[config.mk]
export PLATFORM = sky130hd
export DESIGN_NAME = cla_seq_adder_ctrl
export DESIGN_NICKNAME = d
export VERILOG_FILES = /design/src/rtl/cla_seq_adder_ctrl_pkg.sv /design/src/rtl/cla_seq_adder_ctrl_clg4.sv /design/src/rtl/cla_seq_adder_ctrl_slice4.sv /design/src/rtl/cla_seq_adder_ctrl.sv
export SDC_FILE = /design/constraint.sdc
export NUM_CORES = 1
export LEC_CHECK = 0
export BUFFER_PORTS_ARGS = -buffer_cell sky130_fd_sc_hd__buf_2
export CAP_MARGIN = 20
export CORE_MARGIN = 2
export CORE_UTILIZATION = 56
export DETAILED_ROUTE_END_ITERATION = 8
export GPL_ROUTABILITY_DRIVEN = 0
export GPL_TIMING_DRIVEN = 1
export HOLD_SLACK_MARGIN = 0.06
export PLACE_DENSITY = 0.82
export SLEW_MARGIN = 10
export SYNTH_ARGS = -nofsm -noshare
export SYNTH_HDL_FRONTEND = slang
export SYNTH_SLANG_ARGS = --single-unit
[constraint.sdc]
create_clock -name clk -period 6.05 [get_ports clk]
set_clock_uncertainty 0.2 [all_clocks]
set_input_delay 1.21 -clock clk [delete_from_list [all_inputs] [get_ports clk]]
set_output_delay 1.21 -clock clk [all_outputs]
set_load 0.02 [all_outputs]
[src/rtl/cla_seq_adder_ctrl_pkg.sv]
// rtl/cla_seq_adder_ctrl_pkg.sv - shared types and constants for the nibble-serial CLA adder
// Purpose: state encoding and slice width used by the controller and the CLA slice.
package cla_seq_adder_ctrl_pkg;

    localparam int SLICE_W = 4;

    typedef enum logic [1:0] {
        IDLE = 2'd0,
        RUN  = 2'd1,
        DONE = 2'd2
    } state_t;

endpackage

[src/rtl/cla_seq_adder_ctrl_clg4.sv]
// rtl/cla_seq_adder_ctrl_clg4.sv - 4-bit carry-lookahead generator
// Purpose: full two-level lookahead expansion of carries C1..C4 from P/G and carry-in.
// Ports:
//   p_i[3:0]  propagate terms
//   g_i[3:0]  generate terms
//   c_i       carry into bit 0
//   c_o[4:1]  carries into bits 1..3 and out of bit 3
module cla_gen4 (
    input  logic [3:0] p_i,
    input  logic [3:0] g_i,
    input  logic       c_i,
    output logic [4:1] c_o
);

    assign c_o[1] = g_i[0]
                  | (p_i[0] & c_i);
    assign c_o[2] = g_i[1]
                  | (p_i[1] & g_i[0])
                  | (p_i[1] & p_i[0] & c_i);
    assign c_o[3] = g_i[2]
                  | (p_i[2] & g_i[1])
                  | (p_i[2] & p_i[1] & g_i[0])
                  | (p_i[2] & p_i[1] & p_i[0] & c_i);
    assign c_o[4] = g_i[3]
                  | (p_i[3] & g_i[2])
                  | (p_i[3] & p_i[2] & g_i[1])
                  | (p_i[3] & p_i[2] & p_i[1] & g_i[0])
                  | (p_i[3] & p_i[2] & p_i[1] & p_i[0] & c_i);

endmodule

[src/rtl/cla_seq_adder_ctrl_slice4.sv]
// rtl/cla_seq_adder_ctrl_slice4.sv - combinational 4-bit CLA adder slice
// Purpose: one nibble of addition; builds P/G and feeds the lookahead generator.
// Ports:
//   a_i[3:0], b_i[3:0]  operand nibbles
//   c_i                 carry into the nibble
//   sum_o[3:0]          sum nibble
//   c_o[4:1]            internal carries; c_o[4] is the nibble carry-out
module cla_slice4
    import cla_seq_adder_ctrl_pkg::*;
(
    input  logic [SLICE_W-1:0] a_i,
    input  logic [SLICE_W-1:0] b_i,
    input  logic               c_i,
    output logic [SLICE_W-1:0] sum_o,
    output logic [4:1]         c_o
);

    logic [SLICE_W-1:0] p;
    logic [SLICE_W-1:0] g;

    assign p = a_i ^ b_i;
    assign g = a_i & b_i;

    cla_gen4 u_clg (
        .p_i (p),
        .g_i (g),
        .c_i (c_i),
        .c_o (c_o)
    );

    assign sum_o = p ^ {c_o[3:1], c_i};

endmodule

[src/rtl/cla_seq_adder_ctrl.sv]
// rtl/cla_seq_adder_ctrl.sv - nibble-serial wide adder sharing one 4-bit CLA slice
// Purpose: adds WIDTH-bit A + B + Cin one nibble per clock, LSB first, with
//          valid/ready handshakes on both sides.
// Ports:
//   clk, rst_n                   clock, synchronous active-low reset
//   in_valid/in_ready, A, B, Cin operand side
//   out_valid/out_ready          result side
//   S, Cout, Ovf                 sum, carry-out, signed overflow (held in DONE)
//   busy                         high while nibbles are being computed
module cla_seq_adder_ctrl
    import cla_seq_adder_ctrl_pkg::*;
#(
    parameter int WIDTH = 16
) (
    input  logic             clk,
    input  logic             rst_n,
    input  logic             in_valid,
    output logic             in_ready,
    input  logic [WIDTH-1:0] A,
    input  logic [WIDTH-1:0] B,
    input  logic             Cin,
    output logic             out_valid,
    input  logic             out_ready,
    output logic [WIDTH-1:0] S,
    output logic             Cout,
    output logic             Ovf,
    output logic             busy
);

    localparam int NSLICE = WIDTH / SLICE_W;
    localparam int STEP_W = (NSLICE > 1) ? $clog2(NSLICE) : 1;
    localparam logic [STEP_W-1:0] LAST_STEP = STEP_W'(NSLICE - 1);

    generate
        if ((WIDTH % SLICE_W) != 0 || WIDTH < SLICE_W) begin : g_bad_width
            $error("cla_seq_adder_ctrl: WIDTH must be a positive multiple of 4");
        end
    endgenerate

    state_t             state_q;
    logic [STEP_W-1:0]  step_q;
    logic [STEP_W-1:0]  step_d;
    logic               carry_q;
    logic [WIDTH-1:0]   a_q;
    logic [WIDTH-1:0]   b_q;
    logic [WIDTH-1:0]   s_q;
    logic               cout_q;
    logic               ovf_q;
    logic               out_valid_q;
    logic               in_ready_q;
    logic               busy_q;

    logic [SLICE_W-1:0] slice_sum;
    logic [4:1]         slice_c;
    logic               unused_slice_c;

    cla_slice4 u_slice (
        .a_i   (a_q[SLICE_W*int'(step_q) +: SLICE_W]),
        .b_i   (b_q[SLICE_W*int'(step_q) +: SLICE_W]),
        .c_i   (carry_q),
        .sum_o (slice_sum),
        .c_o   (slice_c)
    );

    // Only the top two carries matter outside the slice (carry-out and MSB carry-in).
    assign unused_slice_c = ^slice_c[2:1];

    assign step_d = step_q + 1'b1;

    always_ff @(posedge clk) begin
        if (!rst_n) begin
            state_q     <= IDLE;
            step_q      <= '0;
            carry_q     <= 1'b0;
            a_q         <= '0;
            b_q         <= '0;
            s_q         <= '0;
            cout_q      <= 1'b0;
            ovf_q       <= 1'b0;
            out_valid_q <= 1'b0;
            in_ready_q  <= 1'b1;
            busy_q      <= 1'b0;
        end else begin
            case (state_q)
                IDLE: begin
                    if (in_valid) begin
                        a_q        <= A;
                        b_q        <= B;
                        carry_q    <= Cin;
                        step_q     <= '0;
                        in_ready_q <= 1'b0;
                        busy_q     <= 1'b1;
                        state_q    <= RUN;
                    end
                end
                RUN: begin
                    s_q[SLICE_W*int'(step_q) +: SLICE_W] <= slice_sum;
                    carry_q <= slice_c[4];
                    if (step_q == LAST_STEP) begin
                        // Step stays at the last index so it never wraps.
                        cout_q      <= slice_c[4];
                        ovf_q       <= slice_c[3] ^ slice_c[4];
                        busy_q      <= 1'b0;
                        out_valid_q <= 1'b1;
                        state_q     <= DONE;
                    end else begin
                        step_q <= step_d;
                    end
                end
                DONE: begin
                    if (out_ready) begin
                        out_valid_q <= 1'b0;
                        in_ready_q  <= 1'b1;
                        state_q     <= IDLE;
                    end
                end
                default: begin
                    state_q     <= IDLE;
                    out_valid_q <= 1'b0;
                    in_ready_q  <= 1'b1;
                    busy_q      <= 1'b0;
                end
            endcase
        end
    end

    assign in_ready  = in_ready_q;
    assign out_valid = out_valid_q;
    assign S         = s_q;
    assign Cout      = cout_q;
    assign Ovf       = ovf_q;
    assign busy      = busy_q;

endmodule

**After elaboration in Yosys (flattened, before gate mapping)**

Cells that the tools add are included.

- Bitwise logic cells: 33
- Eq/ne operators: 7
- Order comparisons: 0
- Mux-type cells: 19
- Shifts and indexed selects: 4
- Divide/modulo/power cells: 0
- $add $sub $neg: 2
- $mul: 0
- Reduce and logical (&&, ||, !) cells: 10

Operators by type and width:

| cell | count |
|---|---|
| negation 4 -> 33 bit | 1 |
| variable shift 4 x 33 -> 16 bit, first input constant | 1 |
| indexed part select 4 x 33 -> 16 bit | 1 |
| indexed part select 16 x 5 -> 4 bit | 2 |
| bitwise AND 1 bit | 16 |
| bitwise mux 16 bit | 1 |
| AND reduction 3 bit | 5 |
| two-way mux 2 bit | 5 |
| bitwise OR 1 bit | 10 |
| one-hot mux 1 bit (3 select lines) | 3 |
| != test 2 bit, second input constant | 4 |
| bitwise XOR 4 bit | 2 |
| two-way mux 1 bit | 7 |
| one-hot mux 2 bit (3 select lines) | 1 |
| AND reduction 2 bit | 3 |
| bitwise AND 4 bit | 1 |
| == test 2 bit, second input constant | 2 |
| one-hot mux 2 bit (2 select lines) | 1 |
| NOT 1 bit | 3 |
| adder 2 x 1 -> 2 bit, second input constant | 1 |
| == test 2 x 1 -> 1 bit, second input constant | 1 |
| zero test 2 bit | 1 |
| one-hot mux 1 bit (2 select lines) | 1 |
| nonzero test 2 bit | 1 |
| bitwise XOR 1 bit | 1 |

- Memory bits (read-only): 0
- RAM bits: 0
- Latch bits: 0
- Word-level logic and storage cells: 86
- Memories kept: 0
- Input bits: 37
- Bits in registers: 58
- Output and inout bits: 21

**Logic depth before layout (Yosys ltp)**

Gate-level depths: netlist of the first run.

- Depth after elaboration: 9
- Depth in mapped cells: 7
- Gate-level depth less buffers: 6

**Modules after synthesis**

Synthesis of the first run repeated with hierarchy kept, for this count alone.

- Cells, all modules: 265
- Area total of the unflattened synthesis: 2702.6 sq um

Modules (own cells, without submodules):

| module | cells each | area an instance (sq um) | instances |
|---|---|---|---|
| cla_seq_adder_ctrl | 252 | 2578.7 | 1 |
| cla_slice4 | 8 | 85.1 | 1 |
| cla_gen4 | 5 | 38.8 | 1 |

**Least setup slack after synthesis of the first run**

No wires, ideal clock.

- Path kind: reg-to-reg
- Start: register step_q[0]
- End: register cout_q (netlist: Cout)
- Cell stages (with the launch flop): 8
- Path buffers: 1
- Arrival time: 2450 ps
- Clock period less this slack: 2778 ps
- Data required time: 5722 ps
- Path slack: 3272 ps
- Library setup time: 128 ps
- Cells stage by stage: dfxtp_1 > clkbuf_4 > mux4_2 > ha_1 > a211oi_1 > o21bai_2 > a211oi_1 > a21oi_1

- Longest elaborated chain between the ends: 7

Ends and longest elaborated chain:

| what | RTL line | text |
|---|---|---|
| start: declaration | cla_seq_adder_ctrl.sv:41 | `logic [STEP_W-1:0] step_q;` |
| start signal: assignment | cla_seq_adder_ctrl.sv:107 | `step_q <= step_d;` |
| indexed part select 16 x 5 -> 4 bit, on equally long branches | cla_seq_adder_ctrl.sv:58, cla_seq_adder_ctrl.sv:59 |  |
| bitwise XOR 4 bit or bitwise AND 4 bit (tied branches) | cla_seq_adder_ctrl_slice4.sv:21, cla_seq_adder_ctrl_slice4.sv:22 |  |
| bitwise AND 1 bit, on equally long branches | -- |  |
| bitwise OR 1 bit (tied with other cells) | cla_seq_adder_ctrl_clg4.sv:25 | `\| (p_i[3] & g_i[2])` |
| bitwise OR 1 bit (tied with other cells) | cla_seq_adder_ctrl_clg4.sv:26 | `\| (p_i[3] & p_i[2] & g_i[1])` |
| bitwise OR 1 bit or bitwise AND 1 bit (tied branches) | cla_seq_adder_ctrl_clg4.sv:27, cla_seq_adder_ctrl_clg4.sv:28 |  |
| bitwise OR 1 bit | cla_seq_adder_ctrl_clg4.sv:28 | `\| (p_i[3] & p_i[2] & p_i[1] & p_i[0] & c_i);` |
| end signal: assignment | cla_seq_adder_ctrl.sv:101 | `cout_q <= slice_c[4];` |
| end: declaration | cla_seq_adder_ctrl.sv:47 | `logic cout_q;` |

Several ways; a longest one is shown, not always the timed one.
A chain may end at the register's enable or synchronous reset.

**Worst setup path after layout of the first run**

Same ends and word-level chain as after synthesis.

==> metrics.cfg, run 1 <==
[timing]
final-hold-violation-count = 0
rsz0062_at_grt = no
period_minus_slack_ns = 3.09
timing.final.crit_share_pct = 51.0
fmax_mhz = 324
slew_headroom_pct = 39.7
worst_slew_pin_slew_ns = 0.903
setup_tns_ns = 0
slew_violations = 0
setup_viol = 0
setup_ws_ns = 2.96

[yosys]
syn-num-nets = 343
synth_ff_type = dfxtp_1
synth_edf_count = 0
postSynthAreaPerCell_um2 = 9.27
synth_seq_cells = 58
syn_area_um2 = 2730
yosysWarnings = 0
syn_inst = 294
async_reset_ff_share_pct = 0
ys_seq_area_share_pct = 42.6
synth.distinct_cells = 45

[layout]
drive_above_1_share_pct = 25.1
n_fill_cell = 377
register_area_um2 = 1160
multi_input_area_um2 = 1440
layout_commonest_cell = nand2_1
antenna_cells = 0
final_cell_mix = nand2_1 (75), dfxtp_1 (58), buf_2 (57)
finalInstanceArea_um2 = 3170
fin_nets = 394
area_growth_pct = 16.5

[drt]
avgViaCountPerCell = 5.36
firstDrtPassIters = 4
drc_errors = 0
num_vias = 2236
dr.first_iter.drc_count = 197
routedWlPerCell_um = 13.3
wl_mm = 5.55
drtAntennaViolNets = 0

[clock_tree]
cts_made_buffers = 9
clockRootBuffer = clkbuf_8
cts_htree_levels = 3
hold_buffers = 0
cts_setup_buffers = 0
insertion_delay_ns = 0.34
cts_resized = 0
cts_tree = done
clkTransAtPathRegs_ns = 0.06
cts_buffer_depth = 2
cts.sinks = 58

[floorplanning]
row_count = 25
fp.dieH_um = 73.8
initial_utilization_pct = 57.7
ios = 58
die_w_um = 73.8
dieArea_um2 = 5440
core_area_um2 = 4720

[global_routing]
antenna_found_initial = 0
grt_pass1_vias = 2099
grt_max_degree = 63
grt_pass1_wl_mm = 9.56
grt_use_total_pct = 23.4
grt_overflow = 0

[place]
portBuffers = 57
place_hpwl_mm = 3.94
place_area_um2 = 2980
dp_slack_ns = 2.91

[setup_path]
worstPathArrival_ns = 3.09
required_ns = 6.06
end_kind = register
critPathKind = reg -> reg
path_max_fanout = 18
start_kind = register

[job]
cap_violations = 0

[worst_hold_path]
hold_path.class = reg -> reg

[pwr]
irDropWorstVdd_v = 0.000201
leakage_nw = 1.31
powerDensity_nw_per_um2 = 262

[status]
status = completed

cell type report:
type / count / area share [%]
flip-flops and latches: 58 / 36.6
clock buffers: 13 / 4.69
repair buffers: 59 / 9.93
well taps: 67 / 2.64
clock inverters: 3 / 0.473
multi-input cells: 214 / 45.3
inverters: 3 / 0.355
registers in the layout, indices dropped and copies added (netlist names), 2 cells and up:
register	count
a_q	16
step_q	2
b_q	16
S	16
state_q	2
report_power, final:
| part | internal (mW) | leakage [nW] | total [mW] | switching (mW) |
|---|---|---|---|---|
| Sequential | 0.400 | 0.474 | 0.416 | 0.0160 |
| Clock | 0.158 | 0.0872 | 0.301 | 0.143 |
| Combinational | 0.0525 | 0.753 | 0.114 | 0.0617 |
| Total | 0.610 | 1.31 | 0.831 | 0.221 |
per-layer routing:
layer  GRT usage, %  part of all wire (%)
met1           29.4                    44
met2           37.7                    48
met3           6.72                   5.8
met4           9.70                   1.7
met5              0                     0
Yosys cell counts, types with 2 or more instances:
master	n	area (µm²)
mux4_2	8	180
a32oi_1	2	17.5
o21ai_1	6	30.0
buf_6	4	45.0
clkbuf_1	9	33.8
buf_2	4	20.0
a21boi_0	2	15.0
a21oi_1	8	40.0
inv_1	3	11.3
nor2b_1	13	81.3
nand2b_1	2	12.5
nor2_1	9	33.8
o21ai_0	6	30.0
a211oi_1	3	22.5
and2_1	2	12.5
ha_1	11	138
a22oi_1	8	60.1
a21boi_1	31	233
nand3_1	6	30.0
nand2_1	75	282
dfxtp_1	58	1160
through the flow:
step	cells	utilization (%)	hold slack (ns)	power (mW)
floorplan	294	-	0.232	0.507
global placement	399	63.1	0.239	0.531
detailed placement	399	63.1	0.245	0.535
CTS	415	66.6	0.253	0.834
global route	417	67.2	0.272	0.875
finish	417	67.2	0.255	0.831
cells by family (layout without fill, tap and decap cells):
group / after synthesis / in the layout / share of synthesized area, %
AOI/OAI and AO/OA: 71 / 71 / 18.0
DFF: 58 / 58 / 42.6
and+or+nand+nor: 120 / 120 / 21.4
buffers and inverters: 22 / 78 / 4.59
muxes: 9 / 9 / 6.98
adders and majority gates: 12 / 12 / 5.79
xor gates and xnor gates: 2 / 2 / 0.643
final timing paths:
path	from	end	slack (ns)	cells past startpoint
max reg2reg	step_q[0]	Cout	2.96	6
max	step_q[0]	Cout	2.96	6
min reg2reg	a_q[1]	a_q[1]	0.26	2
min	a_q[1]	a_q[1]	0.26	2
critical path, cell delays in order (launching register included):
cell	delay, ns
dfxtp_1	0.91
mux4_2	0.66
ha_1	0.34
a211oi_1	0.29
o21bai_2	0.12
a211oi_1	0.31
a21oi_1	0.12
No activity file was read; power rests on OpenSTA's default activity.
==> run 2: changes to the inputs <==
- CORE_UTILIZATION: 56 -> 49
- PLACE_DENSITY: 0.82 -> 0.76
- clock period: 6.05 -> 2.6 ns (I/O delays scaled with it)
==> run 2 against run 1 <==
  * Hold slack lost 0.043 ns
  * Utilization shrank 7.9 points
  * First-iteration DRC count is 48% lower
  * Critical path depth unchanged
  * Setup slack worse by 2.8 ns
  * Global-route usage shrank 3.7 points
  * Maximum frequency rose by 27%
  * Clock power increased by 140%
==> metrics.cfg, run 2 (synthesis gave the netlist of run 1 again) <==
[status]
status = completed

[timing]
setup_ws_ns = 0.177  ; -2.79 ns
fmax_mhz = 413  ; +27%
setup_tns_ns = 0  ; unchanged
slew_violations = 0  ; unchanged
timing.final.crit_share_pct = 93.2  ; +42 points
final-hold-violation-count = 0  ; unchanged
rsz0062_at_grt = no
worst_slew_pin_slew_ns = 0.555  ; -0.348 ns
setup_viol = 0  ; unchanged
period_minus_slack_ns = 2.42  ; -0.663 ns
slew_headroom_pct = 63.0  ; +23 points

[pwr]
pwr-share-clk_pct = 36.8  ; +0.6 points
power_frac_comb_pct = 14.1  ; +0.4 points
powerDensity_nw_per_um2 = 607  ; +130%
p_int_mw = 1.42  ; +130%
leakage_nw = 1.33  ; +1.5%
power.switching_mw = 0.536  ; +140%
irDropWorstVdd_v = 0.000527  ; +160%
finalPower_mw = 1.96  ; +140%
switching_share_pct = 27.3  ; +0.77 points
seqPwrFrac_pct = 49.1  ; -1.0 points

[clock_tree]
cts_tree = done
cts_buffer_depth = 2  ; unchanged
cts.sinks = 58  ; unchanged
clockRootBuffer = clkbuf_8
insertion_delay_ns = 0.34  ; about the same
cts_htree_levels = 3  ; unchanged
hold_buffers = 0  ; unchanged
cts_made_buffers = 9  ; unchanged
clkTransAtPathRegs_ns = 0.07  ; about the same

[layout]
antenna_cells = 0  ; unchanged
fin_util_pct = 59.4  ; -7.9 points
area_growth_pct = 18.5
n_fill_cell = 504  ; +34%
layout_commonest_cell = nand2_1
fin_nets = 398  ; +1.0%
final_cell_mix = nand2_1 (75), dfxtp_1 (57), buf_2 (57)
drive_above_1_share_pct = 28.0  ; +2.8 points

[drt]
firstDrtPassIters = 4  ; unchanged
wl_mm = 5.55  ; about the same
drtAntennaViolNets = 0  ; unchanged
num_vias = 2185  ; -2.3%
avgViaCountPerCell = 5.13  ; -4.3%
dr.first_iter.drc_count = 102  ; -48%
drc_errors = 0  ; unchanged
routedWlPerCell_um = 13.0  ; -2.1%

[job]
cap_violations = 0  ; unchanged

[floorplanning]
core_area_um2 = 5440  ; +15%
fp.dieH_um = 78.6  ; +6.5%
row_count = 27  ; +8.0%
initial_utilization_pct = 50.1  ; -7.6 points
die_w_um = 78.6  ; +6.5%
ios = 58  ; unchanged
dieArea_um2 = 6170  ; +13%

[worst_hold_path]
min_from = B[2]
hold_path.class = in -> reg

[global_routing]
busiest_layer = met2
grt_use_total_pct = 19.7  ; -3.7 points
grt_pass1_wl_mm = 9.34  ; -2.3%
grt_util_met1_pct = 25.3  ; -4.1 points
antenna_found_initial = 0  ; unchanged
grt_overflow = 0  ; unchanged
grtUsageMet2_pct = 30.8  ; -6.9 points
grt_max_degree = 38  ; -40%
grt_pass1_vias = 2009  ; -4.3%
use_met3_pct = 5.17  ; -1.5 points

[setup_path]
path_max_fanout = 6  ; -12
required_ns = 2.61  ; -3.45 ns
critPathKind = reg -> reg
end_kind = register
r2r_start = step_q[0]
worstPathArrival_ns = 2.44  ; -0.65 ns
start_kind = register
crit_start = step_q[0]

[place]
place_hpwl_mm = 4.06  ; +3.0%
dp_slack_ns = 0.0151  ; -2.90 ns
portBuffers = 57  ; unchanged

## run 2: cell count changes in the layout (fill, tap and decap cells not counted), moves of 2 or more
cell and change:
a211oi_1 -2, a211oi_2 +2, buf_4 +6, buf_8 -2, clkbuf_1 -2, clkinvlp_4 +2
## run 2: metrics by stage
| step | cell area (µm²) | std cells | hold WS (ns) |
|---|---|---|---|
| 2_1_floorplan | 2730 | 294 | 0.232 |
| 3_3_place_gp | 3030 | 410 | 0.242 |
| 3_5_place_dp | 3030 | 410 | 0.244 |
| 4_1_cts | 3210 | 426 | 0.204 |
| 5_1_grt | 3230 | 426 | 0.204 |
| 6_report | 3230 | 426 | 0.212 |
## run 2: final cells by class
| type | count | area [µm²] | area share (%) |
|---|---|---|---|
| flip-flops and latches | 58 | 1160 | 36.1 |
| multi-input cells | 214 | 1460 | 45.2 |
| clock buffers | 11 | 141 | 4.38 |
| well taps | 72 | 90.1 | 2.79 |
| clock inverters | 5 | 30.0 | 0.930 |
| repair buffers | 63 | 330 | 10.2 |
| inverters | 3 | 11.3 | 0.349 |
## run 2: per-layer routing
metal | share of wire [%] | up-vias
met5 | 0 | -
met4 | 1.9 | 0
met3 | 4.8 | 10
met2 | 46 | 53
met1 | 48 | 994
li1 | - | 1128
## run 2: timing repair
action                                 4_1_cts  5_1_grt
setup endpoints to repair                    2        6
gates resized for setup                      1        4
endpoints found under the hold margin        0        0
pin swaps                                    0        1
buffers inserted                             0        0
## run 2: worst max-delay path: stages, from the launching register on
cell and delay, ns:
dfxtp_4 0.40, mux4_2 0.57, ha_1 0.36, a211oi_2 0.25, o21bai_2 0.14, xnor2_2 0.27
o21ai_1 0.11
## run 2: path summary, 6_finish.rpt
kind / slack, ns / cells after the start / to
setup / recovery: 0.18 / 6 / S[7]
hold / removal: 0.21 / 3 / b_q[2]
setup reg to reg: 0.18 / 6 / S[7]
hold reg to reg: 0.25 / 2 / a_q[15]
## run 2: power by group through the flow
stage               Clock (mW)  Combinational (mW)  Sequential [mW]
global placement             0               0.264            0.982
detailed placement           0               0.269            0.982
floorplan                    0               0.202            0.978
CTS                      0.731               0.274            0.962
global route             0.781               0.310            0.967
finish                   0.722               0.276            0.961
==> run 3: changes to the inputs <==
- CORE_UTILIZATION: 49 -> 54
- PLACE_DENSITY: 0.76 -> 0.79
- clock period: 2.6 -> 2.7 ns (I/O delays scaled with it)
==> run 3 against run 2 <==
  * Via count increased by 1.5%
  * Sequential share of layout area about the same
  * Sequential cell count unchanged
  * Final cell count decreased by 1.4%
  * Maximum frequency decreased by 4.6%
==> metrics.cfg, run 3 (synthesis gave the netlist of run 1 again) <==
[timing]
slew_violations = 0  ; unchanged
rsz0062_at_grt = no
slew_headroom_pct = 66.0  ; +3.0 points
hold_slack_ns = 0.227  ; +0.0150 ns
setup_tns_ns = 0  ; unchanged
final-hold-violation-count = 0  ; unchanged
period_minus_slack_ns = 2.54  ; +0.117 ns
setup_viol = 0  ; unchanged
worst_slew_pin_slew_ns = 0.510  ; -0.0445 ns
fmax_mhz = 394  ; -4.6%
timing.final.crit_share_pct = 94.1  ; +0.90 points

[setup_path]
rr_worst_depth = 6  ; unchanged
crit_start = step_q[0]
required_ns = 2.72  ; +0.11 ns
end_kind = register
critPathKind = reg -> reg
path_max_fanout = 8  ; +2
worstPathArrival_ns = 2.56  ; +0.12 ns
start_kind = register
r2r_start = step_q[0]

[clock_tree]
hold_buffers = 0  ; unchanged
clockRootBuffer = clkbuf_8
insertion_delay_ns = 0.34  ; about the same
cts_htree_levels = 3  ; unchanged
clkTransAtPathRegs_ns = 0.06  ; about the same
cts_setup_buffers = 0  ; unchanged
cts.sinks = 58  ; unchanged
cts_buffer_depth = 2  ; unchanged
cts_resized = 0  ; -1
cts_tree = done
cts_made_buffers = 9  ; unchanged

[drt]
firstDrtPassIters = 4  ; unchanged
avgViaCountPerCell = 5.28  ; +2.9%
wl_mm = 5.69  ; +2.5%
num_vias = 2217  ; +1.5%
routedWlPerCell_um = 13.6  ; +3.9%
drtAntennaViolNets = 0  ; unchanged
dr.first_iter.drc_count = 112  ; +9.8%
drc_errors = 0  ; unchanged

[layout]
fin_nets = 398  ; unchanged
final_cell_mix = nand2_1 (75), dfxtp_1 (57), buf_2 (57)
area_growth_pct = 18.4  ; about the same
fin_util_pct = 67.4  ; +8.0 points
antenna_cells = 0  ; unchanged
drive_above_1_share_pct = 26.3  ; -1.6 points
layout_commonest_cell = nand2_1

[floorplanning]
ios = 58  ; unchanged
core_area_um2 = 4790  ; -12%
initial_utilization_pct = 56.9  ; +6.8 points
fp.dieH_um = 75.0  ; -4.5%
die_w_um = 75.0  ; -4.5%
dieArea_um2 = 5630  ; -8.8%
row_count = 25  ; -7.4%

[global_routing]
grt_max_degree = 34  ; -11%
grt_overflow = 0  ; unchanged
grt_pass1_wl_mm = 9.50  ; +1.8%
grt_use_total_pct = 22.7  ; +3.0 points
grt_pass1_vias = 2099  ; +4.5%
antenna_found_initial = 0  ; unchanged

[pwr]
p_int_mw = 1.40  ; -1.9%
leakage_nw = 1.34  ; +0.35%
power_frac_comb_pct = 13.9  ; -0.2 points
irDropWorstVdd_v = 0.000409  ; -22%
switching_share_pct = 26.6  ; -0.71 points
seqPwrFrac_pct = 48.8  ; -0.3 points
powerDensity_nw_per_um2 = 590  ; -2.8%
pwr-share-clk_pct = 37.3  ; +0.5 points
power.switching_mw = 0.507  ; -5.4%

[place]
place_hpwl_mm = 4.18  ; +2.9%
portBuffers = 57  ; unchanged

[worst_hold_path]
whs_path_depth = 3  ; unchanged
min_from = B[15]
hold_path.class = in -> reg

[job]
cap_violations = 0  ; unchanged

[status]
status = completed

## run 3: power groups by stage
stage	clock, mW	combinational [mW]	sequential, mW
after floorplan	0	0.194	0.942
after global placement	0	0.259	0.946
after detailed placement	0	0.263	0.948
after CTS	0.713	0.266	0.929
after global routing	0.751	0.298	0.933
final	0.710	0.264	0.928
## run 3: final timing paths
path | end | slack [ns]
setup / recovery | Cout | 0.16
hold / removal | b_q[15] | 0.23
setup reg to reg | Cout | 0.16
hold reg to reg | b_q[6] | 0.26
## run 3: worst max-delay path, stage by stage (launching register included)
cell,delay [ns]
dfxtp_4,0.42
mux4_2,0.57
ha_1,0.34
a211oi_1,0.31
o21bai_2,0.13
a211oi_1,0.32
a21oi_1,0.12
## run 3: per-layer routing
| metal | share of wire (%) | wire (µm) | track usage, % | vias up |
|---|---|---|---|---|
| met5 | 0 | 0 | 0 | - |
| met4 | 1.7 | 97 | 9.52 | 0 |
| met3 | 4.3 | 244 | 6.02 | 9 |
| met2 | 51 | 2910 | 38.1 | 54 |
| met1 | 43 | 2440 | 27.5 | 1032 |
| li1 | - | - | - | 1122 |
## run 3: cell type report
type / count / area [µm²]
clock buffer: 13 / 159
clock inverter: 2 / 12.5
fill: 412 / 1560
inverter: 3 / 11.3
multi-input combinational: 214 / 1440
sequential: 58 / 1160
tap: 67 / 83.8
timing repair buffer: 63 / 355
## run 3: metrics by stage
step	setup slack [ns]	cells	power [mW]	cell area, µm²
global route	0.0447	420	1.98	3230
floorplan	0.0571	294	1.14	2730
global placement	0.196	405	1.20	3050
CTS	0.0802	420	1.91	3220
finish	0.160	420	1.90	3230
detailed placement	0.0846	405	1.21	3050
